### src/rtl/usr_reg_cmd_decoder_pkg.sv
// Shared definitions for the MCU user-register command decoder: field layout,
// opcodes, LED modes and FSM states.
package usr_reg_cmd_decoder_pkg;

    localparam int CMD_W   = 16;
    localparam int SEQ_BIT = 15;
    localparam int OP_MSB  = 14;
    localparam int OP_LSB  = 12;
    localparam int ARG_W   = 12;

    localparam logic [2:0] OP_NOP   = 3'd0;
    localparam logic [2:0] OP_LED   = 3'd1;
    localparam logic [2:0] OP_BLINK = 3'd2;
    localparam logic [2:0] OP_PULSE = 3'd3;
    localparam logic [2:0] OP_USR   = 3'd4;

    // Bit order matches usr_reg: [15]=seq, [14:12]=op, [11:0]=arg.
    typedef struct packed {
        logic             seq;
        logic [2:0]       op;
        logic [ARG_W-1:0] arg;
    } usr_cmd_t;

    typedef enum logic [1:0] {
        LED_OFF    = 2'd0,
        LED_STATIC = 2'd1,
        LED_BLINK  = 2'd2,
        LED_PULSE  = 2'd3
    } led_mode_e;

    typedef enum logic [1:0] {
        ST_IDLE   = 2'd0,
        ST_SETTLE = 2'd1,
        ST_DECODE = 2'd2
    } fsm_state_e;

    function automatic logic is_led_op(input logic [2:0] op);
        return (op == OP_LED) || (op == OP_BLINK) || (op == OP_PULSE);
    endfunction

endpackage

### src/rtl/usr_reg_cmd_decoder_led_pattern_gen.sv
// LED pattern engine: free-running prescaler tick drives static, blink and
// counted-pulse patterns. A load restarts prescaler and period counter.
module usr_reg_cmd_decoder_led_pattern_gen
    import usr_reg_cmd_decoder_pkg::*;
#(
    parameter int PRESC_W = 16
) (
    input  logic             fpga_clk_in,
    input  logic             fpga_rst,
    input  logic             load,
    input  logic [2:0]       op,
    input  logic [ARG_W-1:0] arg,
    output logic             led_out
);

    led_mode_e          mode_q;
    logic [PRESC_W-1:0] presc_q;
    logic [ARG_W-1:0]   half_q;
    logic [ARG_W-1:0]   per_cnt_q;
    logic [ARG_W-1:0]   pulse_left_q;
    logic               led_q;
    logic               tick;

    assign tick    = (presc_q == '1);
    assign led_out = led_q;

    always_ff @(posedge fpga_clk_in or posedge fpga_rst) begin
        if (fpga_rst) begin
            mode_q       <= LED_OFF;
            presc_q      <= '0;
            half_q       <= ARG_W'(1);
            per_cnt_q    <= '0;
            pulse_left_q <= '0;
            led_q        <= 1'b0;
        end else if (load) begin
            presc_q   <= '0;
            per_cnt_q <= '0;
            case (op)
                OP_LED: begin
                    mode_q <= LED_STATIC;
                    led_q  <= arg[0];
                end
                OP_BLINK: begin
                    mode_q <= LED_BLINK;
                    half_q <= (arg == '0) ? ARG_W'(1) : arg;
                    led_q  <= 1'b1;
                end
                OP_PULSE: begin
                    // A zero-length train also cancels whatever pattern was running.
                    if (arg == '0) begin
                        mode_q <= LED_OFF;
                        led_q  <= 1'b0;
                    end else begin
                        mode_q       <= LED_PULSE;
                        pulse_left_q <= arg;
                        led_q        <= 1'b1;
                    end
                end
                default: ;
            endcase
        end else begin
            presc_q <= presc_q + 1'b1;
            if (tick) begin
                case (mode_q)
                    LED_BLINK: begin
                        if (per_cnt_q == half_q - 1'b1) begin
                            per_cnt_q <= '0;
                            led_q     <= ~led_q;
                        end else begin
                            per_cnt_q <= per_cnt_q + 1'b1;
                        end
                    end
                    LED_PULSE: begin
                        // Each pulse is one tick high, one tick low; the last falling
                        // edge retires the train.
                        if (led_q) begin
                            led_q        <= 1'b0;
                            pulse_left_q <= pulse_left_q - 1'b1;
                            if (pulse_left_q == ARG_W'(1))
                                mode_q <= LED_OFF;
                        end else begin
                            led_q <= 1'b1;
                        end
                    end
                    default: ;
                endcase
            end
        end
    end

endmodule

### src/rtl/usr_reg_cmd_decoder.sv
// Fabric-side reader of the MCU user register: resynchronise, deglitch, detect
// seq toggles, execute the command and return the seq bit as acknowledge.
module usr_reg_cmd_decoder
    import usr_reg_cmd_decoder_pkg::*;
#(
    parameter int SYNC_STG   = 2,
    parameter int STABLE_CYC = 4,
    parameter int PRESC_W    = 16
) (
    input  logic             fpga_clk_in,
    input  logic             fpga_rst,
    input  logic [CMD_W-1:0] usr_reg,
    output logic             cmd_ack,
    output logic             cmd_valid,
    output logic [2:0]       cmd_op,
    output logic [7:0]       usr_out,
    output logic             led_out,
    output logic             err_cmd
);

    localparam int CNT_W = $clog2(STABLE_CYC + 1);

    logic [SYNC_STG-1:0][CMD_W-1:0] sync_q;
    usr_cmd_t         sync_val;
    usr_cmd_t         prev_q;
    usr_cmd_t         last_val_q;
    logic             last_seq_q;
    logic [CNT_W-1:0] stab_cnt_q;
    fsm_state_e       state_q;
    fsm_state_e       state_d;
    logic             changed;
    logic             stab_done;
    logic             settle_start;
    logic             accept;
    logic             exec;
    logic             led_load;

    // Bus-wide synchroniser; skew between bits is absorbed by the stability filter.
    always_ff @(posedge fpga_clk_in or posedge fpga_rst) begin
        if (fpga_rst)
            sync_q <= '0;
        else
            sync_q <= {sync_q[SYNC_STG-2:0], usr_reg};
    end

    assign sync_val  = sync_q[SYNC_STG-1];
    assign changed   = (sync_val != last_val_q);
    assign stab_done = (state_q == ST_SETTLE) && (stab_cnt_q == CNT_W'(STABLE_CYC));

    always_ff @(posedge fpga_clk_in or posedge fpga_rst) begin
        if (fpga_rst)
            state_q <= ST_IDLE;
        else
            state_q <= state_d;
    end

    always_comb begin
        state_d = state_q;
        case (state_q)
            ST_IDLE:   if (changed) state_d = ST_SETTLE;
            ST_SETTLE: if (stab_done)
                           state_d = (prev_q.seq != last_seq_q) ? ST_DECODE : ST_IDLE;
            ST_DECODE: state_d = ST_IDLE;
            default:   state_d = ST_IDLE;
        endcase
    end

    always_comb begin
        cmd_valid    = 1'b0;
        settle_start = 1'b0;
        accept       = 1'b0;
        exec         = 1'b0;
        case (state_q)
            ST_IDLE:   settle_start = changed;
            ST_SETTLE: begin
                accept = stab_done;
                exec   = stab_done && (prev_q.seq != last_seq_q);
            end
            ST_DECODE: cmd_valid = 1'b1;
            default: ;
        endcase
    end

    // Registers load on the edge into DECODE so they are already visible while
    // cmd_valid is high.
    always_ff @(posedge fpga_clk_in or posedge fpga_rst) begin
        if (fpga_rst) begin
            prev_q     <= '0;
            last_val_q <= '0;
            last_seq_q <= 1'b0;
            stab_cnt_q <= '0;
            cmd_op     <= '0;
            usr_out    <= '0;
            err_cmd    <= 1'b0;
        end else begin
            prev_q <= sync_val;
            if (settle_start)
                stab_cnt_q <= CNT_W'(1);
            else if ((state_q == ST_SETTLE) && !stab_done)
                stab_cnt_q <= (sync_val == prev_q) ? stab_cnt_q + 1'b1 : CNT_W'(1);
            if (accept)
                last_val_q <= prev_q;
            if (exec) begin
                last_seq_q <= prev_q.seq;
                cmd_op     <= prev_q.op;
                case (prev_q.op)
                    OP_NOP:                     err_cmd <= 1'b0;
                    OP_LED, OP_BLINK, OP_PULSE: ;
                    OP_USR:                     usr_out <= prev_q.arg[7:0];
                    default:                    err_cmd <= 1'b1;
                endcase
            end
        end
    end

    assign cmd_ack  = last_seq_q;
    assign led_load = exec && is_led_op(prev_q.op);

    usr_reg_cmd_decoder_led_pattern_gen #(
        .PRESC_W (PRESC_W)
    ) u_led (
        .fpga_clk_in (fpga_clk_in),
        .fpga_rst    (fpga_rst),
        .load        (led_load),
        .op          (prev_q.op),
        .arg         (prev_q.arg),
        .led_out     (led_out)
    );

endmodule

### config.mk
export PLATFORM = sky130hd
export DESIGN_NAME = usr_reg_cmd_decoder
export DESIGN_NICKNAME = d
export VERILOG_FILES = /design/src/rtl/usr_reg_cmd_decoder_pkg.sv /design/src/rtl/usr_reg_cmd_decoder_led_pattern_gen.sv /design/src/rtl/usr_reg_cmd_decoder.sv
export SDC_FILE = /design/constraint.sdc
export NUM_CORES = 1
export LEC_CHECK = 0
export BUFFER_PORTS_ARGS = -buffer_cell sky130_fd_sc_hd__buf_2
export CORE_MARGIN = 3
export CORE_UTILIZATION = 50
export CTS_CLUSTER_DIAMETER = 60
export DETAILED_ROUTE_END_ITERATION = 16
export PLACE_DENSITY = 0.67
export SETUP_SLACK_MARGIN = 0.05
export SYNTH_ARGS = -nofsm -noshare
export SYNTH_HDL_FRONTEND = slang
export SYNTH_SLANG_ARGS = --single-unit
### constraint.sdc
create_clock -name fpga_clk_in -period 4.5 [get_ports fpga_clk_in]
set_input_delay 0.45 -clock fpga_clk_in [delete_from_list [all_inputs] [get_ports fpga_clk_in]]
set_output_delay 0.45 -clock fpga_clk_in [all_outputs]
set_load 0.01 [all_outputs]
==> run_results.csv, run 1 <==
group,metric,value,unit
floorplanning,ioPinCount,33,
sta,clock.fmax,0.335,GHz
sta,fin_skew,9.58,ps
cells_and_area,post-route-cell-area,0.00715,mm2
power_and_ir_drop,power_density,382,mW/mm2
setup_path,cpPeakStageDelay,650,ps
global_routing,grt-ovfl-total,0,
global_routing,grt_pass1_vias,4420,
setup_path,worstPathArrival,3260,ps
cts,cts_made_buffers,17,
placed_design,routabilityCongestion,0.856,
drt,wl,12.6,mm
setup_path,crit_required,4780,ps
synth,synth_adder_area_share,1.41,%
setup_path,ff2ff_setup_slack,1520,ps
power_and_ir_drop,pwr-share-seq,47.0,%
cts,post_cts_resized,0,
cts,clock_path_buffers,2,
synth,synth_compound_area_share,9.28,%
cts,ctsHtreeMaxLevel,4,
power_and_ir_drop,internal_power,2130,uW
drt,drt_first_iter_violations,384,
synth,syn_nets,582,
job,maxCapViolations,0,
synth,ys.warnings.count,0,
floorplanning,core,0.0121,mm2
floorplanning,rows,40,
power_and_ir_drop,switchingPower,600,uW
power_and_ir_drop,power_frac_comb,2.1,%
setup_path,start_kind,"flop",
cells_and_area,drive_gt1_share,18.9,%
sta,min_period,2980,ps
placed_design,placed_area,0.00655,mm2
cts,path_clk_slew,60,ps
cts,cts_root_buffer,"clkbuf_16",
cells_and_area,diodes,0,
drt,wire_per_inst,16.3,um
drt,drc,0,
drt,viasPerCell,5.67,
global_routing,antenna_found_initial,0,
sta,finalSetupViolations,0,
outcome,outcome,"complete, no violations",
power_and_ir_drop,p_sw_share,22.0,%
power_and_ir_drop,p_leak,0.00319,uW
floorplanning,die_w,117,um
synth,synth-edff-count,0,
placed_design,place.port_buffers,32,
cts,cts_tree,"built",
synth,synth_seq_cells,137,
sta,worst_pin_slew,1010,ps
synth,syn_area_per_cell,11.1,um2
cts,clock_sinks,137,
synth,ys.flop_type,"dfrtp_1",
floorplanning,die_h,117,um
synth,ys_types,52,
drt,via_count,4391,
floorplanning,die-area,0.0138,mm2
synth,synth_xor_area_share,8.75,%
cts,clk_latency,420,ps
global_routing,grt_start_max_net_pins,106,
synth,synthMuxAreaShare,7.34,%
drt,ant_nets,0,
synth,syn_area,0.00620,mm2
synth,synthSimpleGateAreaFrac,16.0,%
sta,hold_viol,0,
sta,drv_slew,0,
setup_path,crit_slowest_cell,"or4_1",
sta,grt_setup_unrepaired,"false",
setup_path,cp-end-kind,"flop",
setup_path,crit_type,"reg2reg",
synth,synth_seq_area_share,55.3,%
cts,post_cts_buffers,0,
synth,async_flop_share,100,%
global_routing,grt_pass1_wl,21.8,mm
placed_design,dp_hpwl,8.54,mm
sta,period_share,66.3,%
sta,tns,0,ps
floorplanning,initial_core_util,51.4,%
global_routing,grt_use_total,19.6,%
setup_path,crit_chain,"or4_1 > or4_4 > a2111oi_4 > nand2_2 > nor4b_4 > nor3_1",
synth,synthCells,557,
hold_path,hold_path_class,"in2reg",
synth,synth_top_family_by_area,"simple AND/OR/NAND/NOR gates",
power_and_ir_drop,peakVddDrop,0.312,mV
drt,first_pass_iters,5,
setup_path,critPathMaxFanout,9,
sta,relSlewSlack,32.7,%
cells_and_area,syn_to_final_growth,15.2,%
cells_and_area,fin_nets,619,
cts,ctsHoldBuffers,0,
power_and_ir_drop,clkPwrFrac,50.9,%
[cells in the mapped netlist, types with 14 or more instances]
library cell	instances	area share (%)
o21ai_0	37	3.0
a21oi_1	19	1.5
clkbuf_1	16	0.97
mux2_2	36	6.5
dfrtp_1	136	55
inv_1	14	0.85
nand4_1	15	1.5
nand2_1	31	1.9
xnor2_1	50	7.1
nand3_1	19	1.5
nor2_1	41	2.5
nor3_1	19	1.5
[sequential cells by signal, summed over array words and instances, names as in the netlist, 3 cells and up]
| signal | flops |
|---|---|
| prev_q | 16 |
| u_led.per_cnt_q | 12 |
| last_val_q | 16 |
| u_led.pulse_left_q | 12 |
| u_led.presc_q | 16 |
| sync_val | 16 |
| u_led.half_q | 12 |
| cmd_op | 3 |
| sync_q | 16 |
| stab_cnt_q | 3 |
| usr_out | 8 |
[power by group through the flow]
stage | Combinational (uW) | Clock, uW | Sequential [uW]
after floorplan | 42.5 | 0 | 1290
after global placement | 58.4 | 0 | 1300
after detailed placement | 59.0 | 0 | 1310
after CTS | 59.4 | 1420 | 1280
after global routing | 66.3 | 1490 | 1280
final | 56.9 | 1390 | 1280
[per-stage QoR]
stage	worst slack, ps	power [uW]	hold slack, ps	cells	utilization, %
after detailed placement	1530	1360	335	743	54.3
after global routing	1240	2840	115	775	59.3
final	1520	2730	133	775	59.3
after global placement	1600	1360	331	743	54.3
after floorplan	384	1330	331	557	-
after CTS	1520	2760	118	775	59.3
[routing by layer]
metal / global-route usage, % / part of all wire (%) / wire, um
met3: 5.06 / 4.1 / 518
met2: 31.7 / 49 / 6210
met1: 25.9 / 45 / 5690
met4: 6.74 / 1.7 / 216
met5: 0 / 0 / 0
[critical path: cells and delay by family, from the launching register on]
kind	cells	cell delay, ps
compound gates	1	430
flops	1	430
simple gates	5	1980
[placed cells by master (no fill, tap or decap), drive strengths merged, types with 4 or more instances in the layout]
master    n
and4      4
dfrtp   136
clkbuf   21
a31oi     7
nand3    19
buf      36
o21ai    37
ha        7
a21oi    19
xnor2    50
nand2    32
mux2i     5
nand2b    6
and2      4
or3       6
o311ai    4
nor2b     5
xor2     12
or4       5
inv      19
nor4     12
nor3     19
and3      9
mux2     36
nor2     41
nand4    15
clkinv    4
[worst paths after layout]
path | start | endpoint | cells after the start
worst max register to register | u_led.half_q[2] | u_led.per_cnt_q[7] | 6
worst min register to register | sync_q[1] | sync_val[1] | 0
max in group asynchronous | fpga_rst | u_led.half_q[0] | 3
worst min-delay path | usr_reg[4] | sync_q[4] | 1
worst max-delay path | u_led.half_q[2] | u_led.per_cnt_q[7] | 6
min in group asynchronous | fpga_rst | sync_q[10] | 2
[layout make-up]
type	instances	area (um2)
fillers	1007	4910
inverters	14	57.6
multi-input cells	388	2670
repair buffers	36	190
clock inverters	11	135
well taps	168	210
clock buffers	21	460
flip-flops and latches	137	3430
[cells by family (layout without fill, tap and decap cells)]
family / Yosys count / in the layout
adder cells (fa/ha/maj): 7 / 7
flip-flops: 137 / 137
AND/OR/NAND/NOR: 187 / 187
AO/OA/AOI/OAI: 91 / 91
buffers and inverters: 32 / 82
multiplexers: 41 / 41
XOR/XNOR: 62 / 62
(Power assumes the default switching activity.)
==> run 2, diff against run 1 <==
--- a/config.mk
+++ b/config.mk
@@ -10,7 +10,7 @@
 export CORE_UTILIZATION = 50
 export CTS_CLUSTER_DIAMETER = 60
 export DETAILED_ROUTE_END_ITERATION = 16
-export PLACE_DENSITY = 0.67
+export PLACE_DENSITY = 0.7
 export SETUP_SLACK_MARGIN = 0.05
 export SYNTH_ARGS = -nofsm -noshare
 export SYNTH_HDL_FRONTEND = slang
==> constraint.sdc (replaced) <==
create_clock -name fpga_clk_in -period 2.58 [get_ports fpga_clk_in]
set_input_delay 0.258 -clock fpga_clk_in [delete_from_list [all_inputs] [get_ports fpga_clk_in]]
set_output_delay 0.258 -clock fpga_clk_in [all_outputs]
set_load 0.01 [all_outputs]
==> run 2 against run 1 <==
Power rose by 74%. Cell count rose by 5.8%. Register-to-register slack got worse by 1500 ps. Die area did not move. Highest routed layer unchanged.
==> run_results.csv, run 2 (synthesized netlist as in run 1, its figures left out) <==
group,metric,value,unit
outcome,outcome,"complete, no violations",
placed_design,place.port_buffers,32,
cells_and_area,syn_to_final_growth,24.0,%
sta,clock.fmax,0.389,GHz
power_and_ir_drop,p_sw_share,22.3,%
power_and_ir_drop,power_density,617,mW/mm2
power_and_ir_drop,clkPwrFrac,49.9,%
sta,hold_viol,0,
floorplanning,rows,40,
cells_and_area,fin_util,63.8,%
setup_path,timing.rr.start,"u_led.half_q[0]",
global_routing,grt_use_total,20.5,%
floorplanning,core,0.0121,mm2
power_and_ir_drop,power,4750,uW
power_and_ir_drop,switchingPower,1060,uW
power_and_ir_drop,pwr-share-seq,46.9,%
cells_and_area,fillers,908,
global_routing,grt_pass1_vias,4702,
drt,drc,0,
setup_path,r2r_cells,7,
floorplanning,initial_core_util,51.4,%
setup_path,ff2ff_setup_slack,10,ps
sta,grt_setup_unrepaired,"true",
placed_design,routabilityCongestion,0.815,
setup_path,crit_required,2860,ps
cells_and_area,final_common_cell,"dfrtp_1",
sta,drv_slew,0,
setup_path,start_kind,"flop",
global_routing,grt_start_max_net_pins,73,
placed_design,dp_hpwl,9.13,mm
placed_design,pre_cts_slack,-57.4,ps
cells_and_area,fin_nets,664,
drt,ant_nets,0,
floorplanning,die_w,117,um
cts,ctsHtreeMaxLevel,4,
cts,clock_sinks,137,
power_and_ir_drop,p_leak,0.00341,uW
sta,finalSetupViolations,0,
sta,period_share,99.6,%
job,maxCapViolations,0,
floorplanning,die_h,117,um
cts,path_clk_slew,60,ps
cts,cts_tree,"built",
power_and_ir_drop,power_frac_comb,3.2,%
drt,wl,13.9,mm
setup_path,cp_common_cell,"or4_4",
setup_path,critPathMaxFanout,5,
cts,cts_root_buffer,"clkbuf_16",
drt,wire_per_inst,16.9,um
sta,fin_skew,11.3,ps
sta,min_period,2570,ps
setup_path,crit_end,"u_led.per_cnt_q[10]",
setup_path,crit_slowest_cell,"or4_4",
drt,via_count,4598,
floorplanning,ioPinCount,33,
power_and_ir_drop,peakVddDrop,0.691,mV
cts,cts_made_buffers,17,
cells_and_area,diodes,0,
cts,clock_path_buffers,2,
sta,worst_pin_slew,655,ps
global_routing,grt_pass1_wl,22.8,mm
setup_path,r2r_end,"u_led.per_cnt_q[10]",
power_and_ir_drop,internal_power,3690,uW
sta,finalWorstSetupSlack,10.5,ps
setup_path,cpPeakStageDelay,540,ps
setup_path,cp-startpoint,"u_led.half_q[0]",
cts,clk_latency,420,ps
setup_path,crit_type,"reg2reg",
setup_path,worstPathArrival,2850,ps
cells_and_area,drive_gt1_share,24.2,%
global_routing,grt-ovfl-total,0,
floorplanning,die-area,0.0138,mm2
hold_path,hold_path_class,"reg2reg",
global_routing,antenna_found_initial,0,
cells_and_area,final_cell_mix,"dfrtp_1 (136), xnor2_1 (50), nor2_1 (41)",
drt,viasPerCell,5.61,
sta,relSlewSlack,55.9,%
drt,first_pass_iters,4,
setup_path,crit_chain,"or4_4 > or4_4 > a2111oi_4 > nand2_2 > nor4b_4 > buf_6 > nor4_4",
drt,drt_first_iter_violations,292,
setup_path,cp-end-kind,"flop",
[run 2: power groups by stage]
stage               Clock, uW  Combinational, uW  Sequential, uW
floorplan                   0               74.5            2250
global placement            0                134            2260
detailed placement          0                135            2260
CTS                      2410                155            2220
global route             2520                170            2230
finish                   2370                152            2220
[run 2: metal layers]
| layer | GRT usage (%) | part of all wire [%] |
|---|---|---|
| met5 | 0 | 0 |
| met4 | 7.04 | 1.6 |
| met3 | 5.45 | 5.0 |
| met2 | 35.0 | 52 |
| met1 | 25.4 | 42 |
[run 2: how the worst min path moves through the flow]
stage                     startpoint           end  slack (ps)  cells past startpoint
after floorplan           usr_reg[0]     sync_q[0]         290                      0
after global placement    sync_q[15]  sync_val[15]         330                      0
after detailed placement  sync_q[12]  sync_val[12]         330                      0
after CTS                  sync_q[3]   sync_val[3]         350                      0
after global routing       sync_q[4]   sync_val[4]         350                      0
final                      sync_q[5]   sync_val[5]         350                      0
[run 2: worst max-delay path, delay by kind of cell, from the launching register on]
| kind | cells | cell delay, ps |
|---|---|---|
| AO/OA/AOI/OAI | 1 | 370 |
| AND/OR/NAND/NOR | 5 | 1490 |
| flip-flops | 1 | 380 |
| buffers and inverters | 1 | 190 |
[run 2: repair_timing]
action / 4_1_cts / 5_1_grt
setup endpoints to repair: 12 / 25
gates cloned: 1 / 1
hold buffers: 17 / 0
setup buffers: 2 / 1
gates resized for setup: 4 / 24
endpoints found under the hold margin: 139 / 0
pin swaps: 1 / 6
[run 2: metrics by stage]
step / cell area (um2) / hold slack, ps / setup TNS, ps / std cells
2_1_floorplan: 6210 / 289 / -19.3 / 557
3_3_place_gp: 6750 / 333 / 0 / 766
3_5_place_dp: 6750 / 335 / -183 / 766
4_1_cts: 7540 / 345 / 0 / 818
5_1_grt: 7690 / 353 / -1140 / 820
6_report: 7690 / 346 / 0 / 820
[run 2: final cells by class]
class	instances	area [um2]	share of cell area (%)
Sequential cell	137	3430	44.6
Multi-Input combinational cell	388	2790	36.3
Timing Repair Buffer	81	628	8.16
Clock buffer	19	433	5.63
Tap cell	168	210	2.73
Clock inverter	13	145	1.89
Inverter	14	56.3	0.732
==> run 3, diff against run 2 <==
--- a/config.mk
+++ b/config.mk
@@ -5,6 +5,7 @@
 export SDC_FILE = /design/constraint.sdc
 export NUM_CORES = 1
 export LEC_CHECK = 0
+export ABC_AREA = 1
 export BUFFER_PORTS_ARGS = -buffer_cell sky130_fd_sc_hd__buf_2
 export CORE_MARGIN = 3
 export CORE_UTILIZATION = 50
==> run 3 against run 2 <==
Sequential share of layout area increased by 0.42 points. Critical endpoint is now u_led.pulse_left_q[5]. Register-to-register slack better by 280 ps. Routed wire length shrank 0.66%. Global-route usage grew 0.26 points. Setup slack gained 280 ps. Critical path type unchanged. Cell count grew 20%. Sequential power about the same. Via count up 9.4%.
==> run_results.csv, run 3 <==
group,metric,value,unit
cts,clock_sinks,137,
power_and_ir_drop,internal_power,3550,uW
cells_and_area,drive_gt1_share,12.5,%
cts,clk_latency,420,ps
cells_and_area,syn_to_final_growth,17.8,%
sta,clock.fmax,0.436,GHz
cells_and_area,fin_nets,825,
cells_and_area,final_cell_mix,"nand2_1 (182), dfrtp_1 (136), inv_1 (85)",
cts,ctsHtreeMaxLevel,4,
sta,period_share,88.9,%
power_and_ir_drop,clkPwrFrac,50.4,%
setup_path,cp-end-kind,"flop",
synth,yosysTopAreaCell,"dfrtp_1",
drt,wl_met3,463,um
sta,worst_pin_slew,524,ps
drt,top_layer,"met4",
drt,wire_per_inst,14.1,um
setup_path,start_kind,"flop",
synth,synthCells,739,
synth,ys.warnings.count,0,
global_routing,grt-ovfl-total,0,
sta,grt_setup_unrepaired,"false",
setup_path,r2r_end,"u_led.pulse_left_q[5]",
synth,synth_common_cells,"nand2_1 (182), dfrtp_1 (136), inv_1 (86)",
setup_path,crit_buf_inv,3,
sta,tns,0,ps
global_routing,grt_pass1_vias,4933,
drt,first_pass_iters,4,
cts,post_cts_buffers,0,
drt,wl_met2,7.03,mm
drt,via_count,5030,
floorplanning,die-area,0.0143,mm2
cts,cts_tree,"built",
synth,ys.flop_type,"dfrtp_1",
sta,finalWorstSetupSlack,286,ps
setup_path,crit_end,"u_led.pulse_left_q[5]",
sta,drv_slew,0,
synth,synth-edff-count,0,
setup_path,r2r_cells,12,
cells_and_area,fillers,1052,
placed_design,pre_cts_slack,288,ps
global_routing,grt_start_max_net_pins,57,
sta,fin_skew,9.66,ps
synth,syn_nets,764,
floorplanning,initial_core_util,52.6,%
placed_design,place.port_buffers,32,
cts,cts_made_buffers,17,
floorplanning,die_h,120,um
floorplanning,rows,40,
global_routing,antenna_found_initial,0,
setup_path,worstPathArrival,2640,ps
drt,wl,13.8,mm
sta,relSlewSlack,65.0,%
synth,synth_seq_cells,137,
power_and_ir_drop,p_leak,0.00378,uW
drt,viasPerCell,5.13,
power_and_ir_drop,p_sw_share,25.6,%
power_and_ir_drop,power_frac_comb,3.2,%
setup_path,critPathTopFamily,"simple AND/OR/NAND/NOR gates",
setup_path,ff2ff_setup_slack,290,ps
setup_path,cp_common_cell,"nand2_4",
setup_path,cpPeakStageDelay,370,ps
setup_path,critPathMaxFanout,27,
cts,path_clk_slew,60,ps
cts,post_cts_resized,0,
setup_path,crit_type,"reg2reg",
global_routing,grt_pass1_wl,23.7,mm
outcome,outcome,"complete, no violations",
hold_path,hold_path_class,"reg2reg",
cts,clock_path_buffers,2,
sta,finalSetupViolations,0,
setup_path,path_depth,12,
cells_and_area,final_common_cell,"nand2_1",
floorplanning,die_w,120,um
power_and_ir_drop,pwr-share-seq,46.4,%
drt,drt_first_iter_violations,383,
global_routing,grt_use_total,20.8,%
power_and_ir_drop,switchingPower,1220,uW
floorplanning,core,0.0123,mm2
job,maxCapViolations,0,
setup_path,timing.rr.start,"stab_cnt_q[0]",
setup_path,crit_chain,"inv_1 > ha_1 > nand2_2 > nor3_4 > nand2_4 > clkinv_4 > nand2_4 > buf_4 > a21oi_4 > nor2_8 > o21ai_0 > o21ai_1",
setup_path,crit_required,2930,ps
synth,syn_area,0.00647,mm2
sta,min_period,2290,ps
drt,wl_met1,6.13,mm
floorplanning,ioPinCount,33,
cts,cts_root_buffer,"clkbuf_16",
cells_and_area,diodes,0,
synth,synthTopCellsByArea,"dfrtp_1 (53%), nand2_1 (11%), o21ai_0 (5.0%)",
synth,synth_most_common_cell,"nand2_1",
synth,ys_types,43,
synth,async_flop_share,100,%
setup_path,cp-startpoint,"stab_cnt_q[0]",
synth,syn_area_per_cell,8.76,um2
cells_and_area,fin_util,61.9,%
sta,hold_viol,0,
placed_design,routabilityCongestion,0.863,
setup_path,crit_slowest_cell,"dfrtp_1",
drt,drc,0,
drt,ant_nets,0,
power_and_ir_drop,power_density,626,mW/mm2
power_and_ir_drop,peakVddDrop,0.556,mV
placed_design,dp_hpwl,9.66,mm
synth,synth_seq_area_share,53.0,%
synth,synth.top_cell.area_share,52.6,%
-- run 3: changes by cell type after synthesis, sizes merged, moves of 8 or more --
cell   previous run  this run
nand2            32       187
inv              14        87
o21ai            37        77
mux2             36         0
xnor2            50        25
nor2             41        63
nand3            19        33
xor2             12        23
and3              9         1
-- run 3: what timing repair did --
item	4_1_cts	5_1_grt
hold endpoints to repair	30	0
hold buffers	17	0
setup endpoints to repair	0	0
-- run 3: power by group through the flow --
stage,logic [uW],registers [uW],clock network (uW)
2_1_floorplan,81.5,2250,0
3_3_place_gp,132,2250,0
3_5_place_dp,134,2260,0
4_1_cts,154,2220,2440
5_1_grt,169,2220,2550
6_report,151,2220,2410
-- run 3: worst min-delay path by stage --
stage | cells after the start | to | slack (ps) | startpoint
detailed placement | 2 | sync_q[1] | 280 | fpga_rst
floorplan | 0 | sync_q[0] | 290 | usr_reg[0]
CTS | 0 | sync_val[8] | 350 | sync_q[8]
finish | 0 | sync_val[11] | 350 | sync_q[11]
global route | 0 | sync_val[10] | 360 | sync_q[10]
global placement | 2 | sync_q[1] | 270 | fpga_rst
-- run 3: kinds of logic after synthesis --
kind of cell,synth area share (%)
and+or+nand+nor,23.2
adders and majority gates,1.35
AOI/OAI and AO/OA,8.92
buffers and inverters,6.61
DFF,53.0
xor gates and xnor gates,6.87
-- run 3: cell type report --
class,instances,area (um2),share of cell area [%]
well taps,168,210,2.76
flip-flops and latches,137,3430,45.0
multi-input cells,496,2610,34.3
inverters,90,347,4.55
clock inverters,15,175,2.30
clock buffers,17,425,5.58
repair buffers,58,423,5.55
-- run 3: stage by stage --
step | power [uW] | hold slack (ps) | instance area [um2] | instances
6_report | 4770 | 348 | 7620 | 981
4_1_cts | 4810 | 351 | 7620 | 981
2_1_floorplan | 2330 | 289 | 6470 | 739
5_1_grt | 4940 | 357 | 7620 | 981
3_5_place_dp | 2390 | 277 | 6850 | 932
3_3_place_gp | 2390 | 273 | 6850 | 932
-- run 3: metal layers --
metal | up-vias | global-route usage, %
li1 | 2502 | -
met1 | 2415 | 26.9
met2 | 95 | 34.7
met3 | 18 | 5.14
met4 | 0 | 6.44
met5 | - | 0
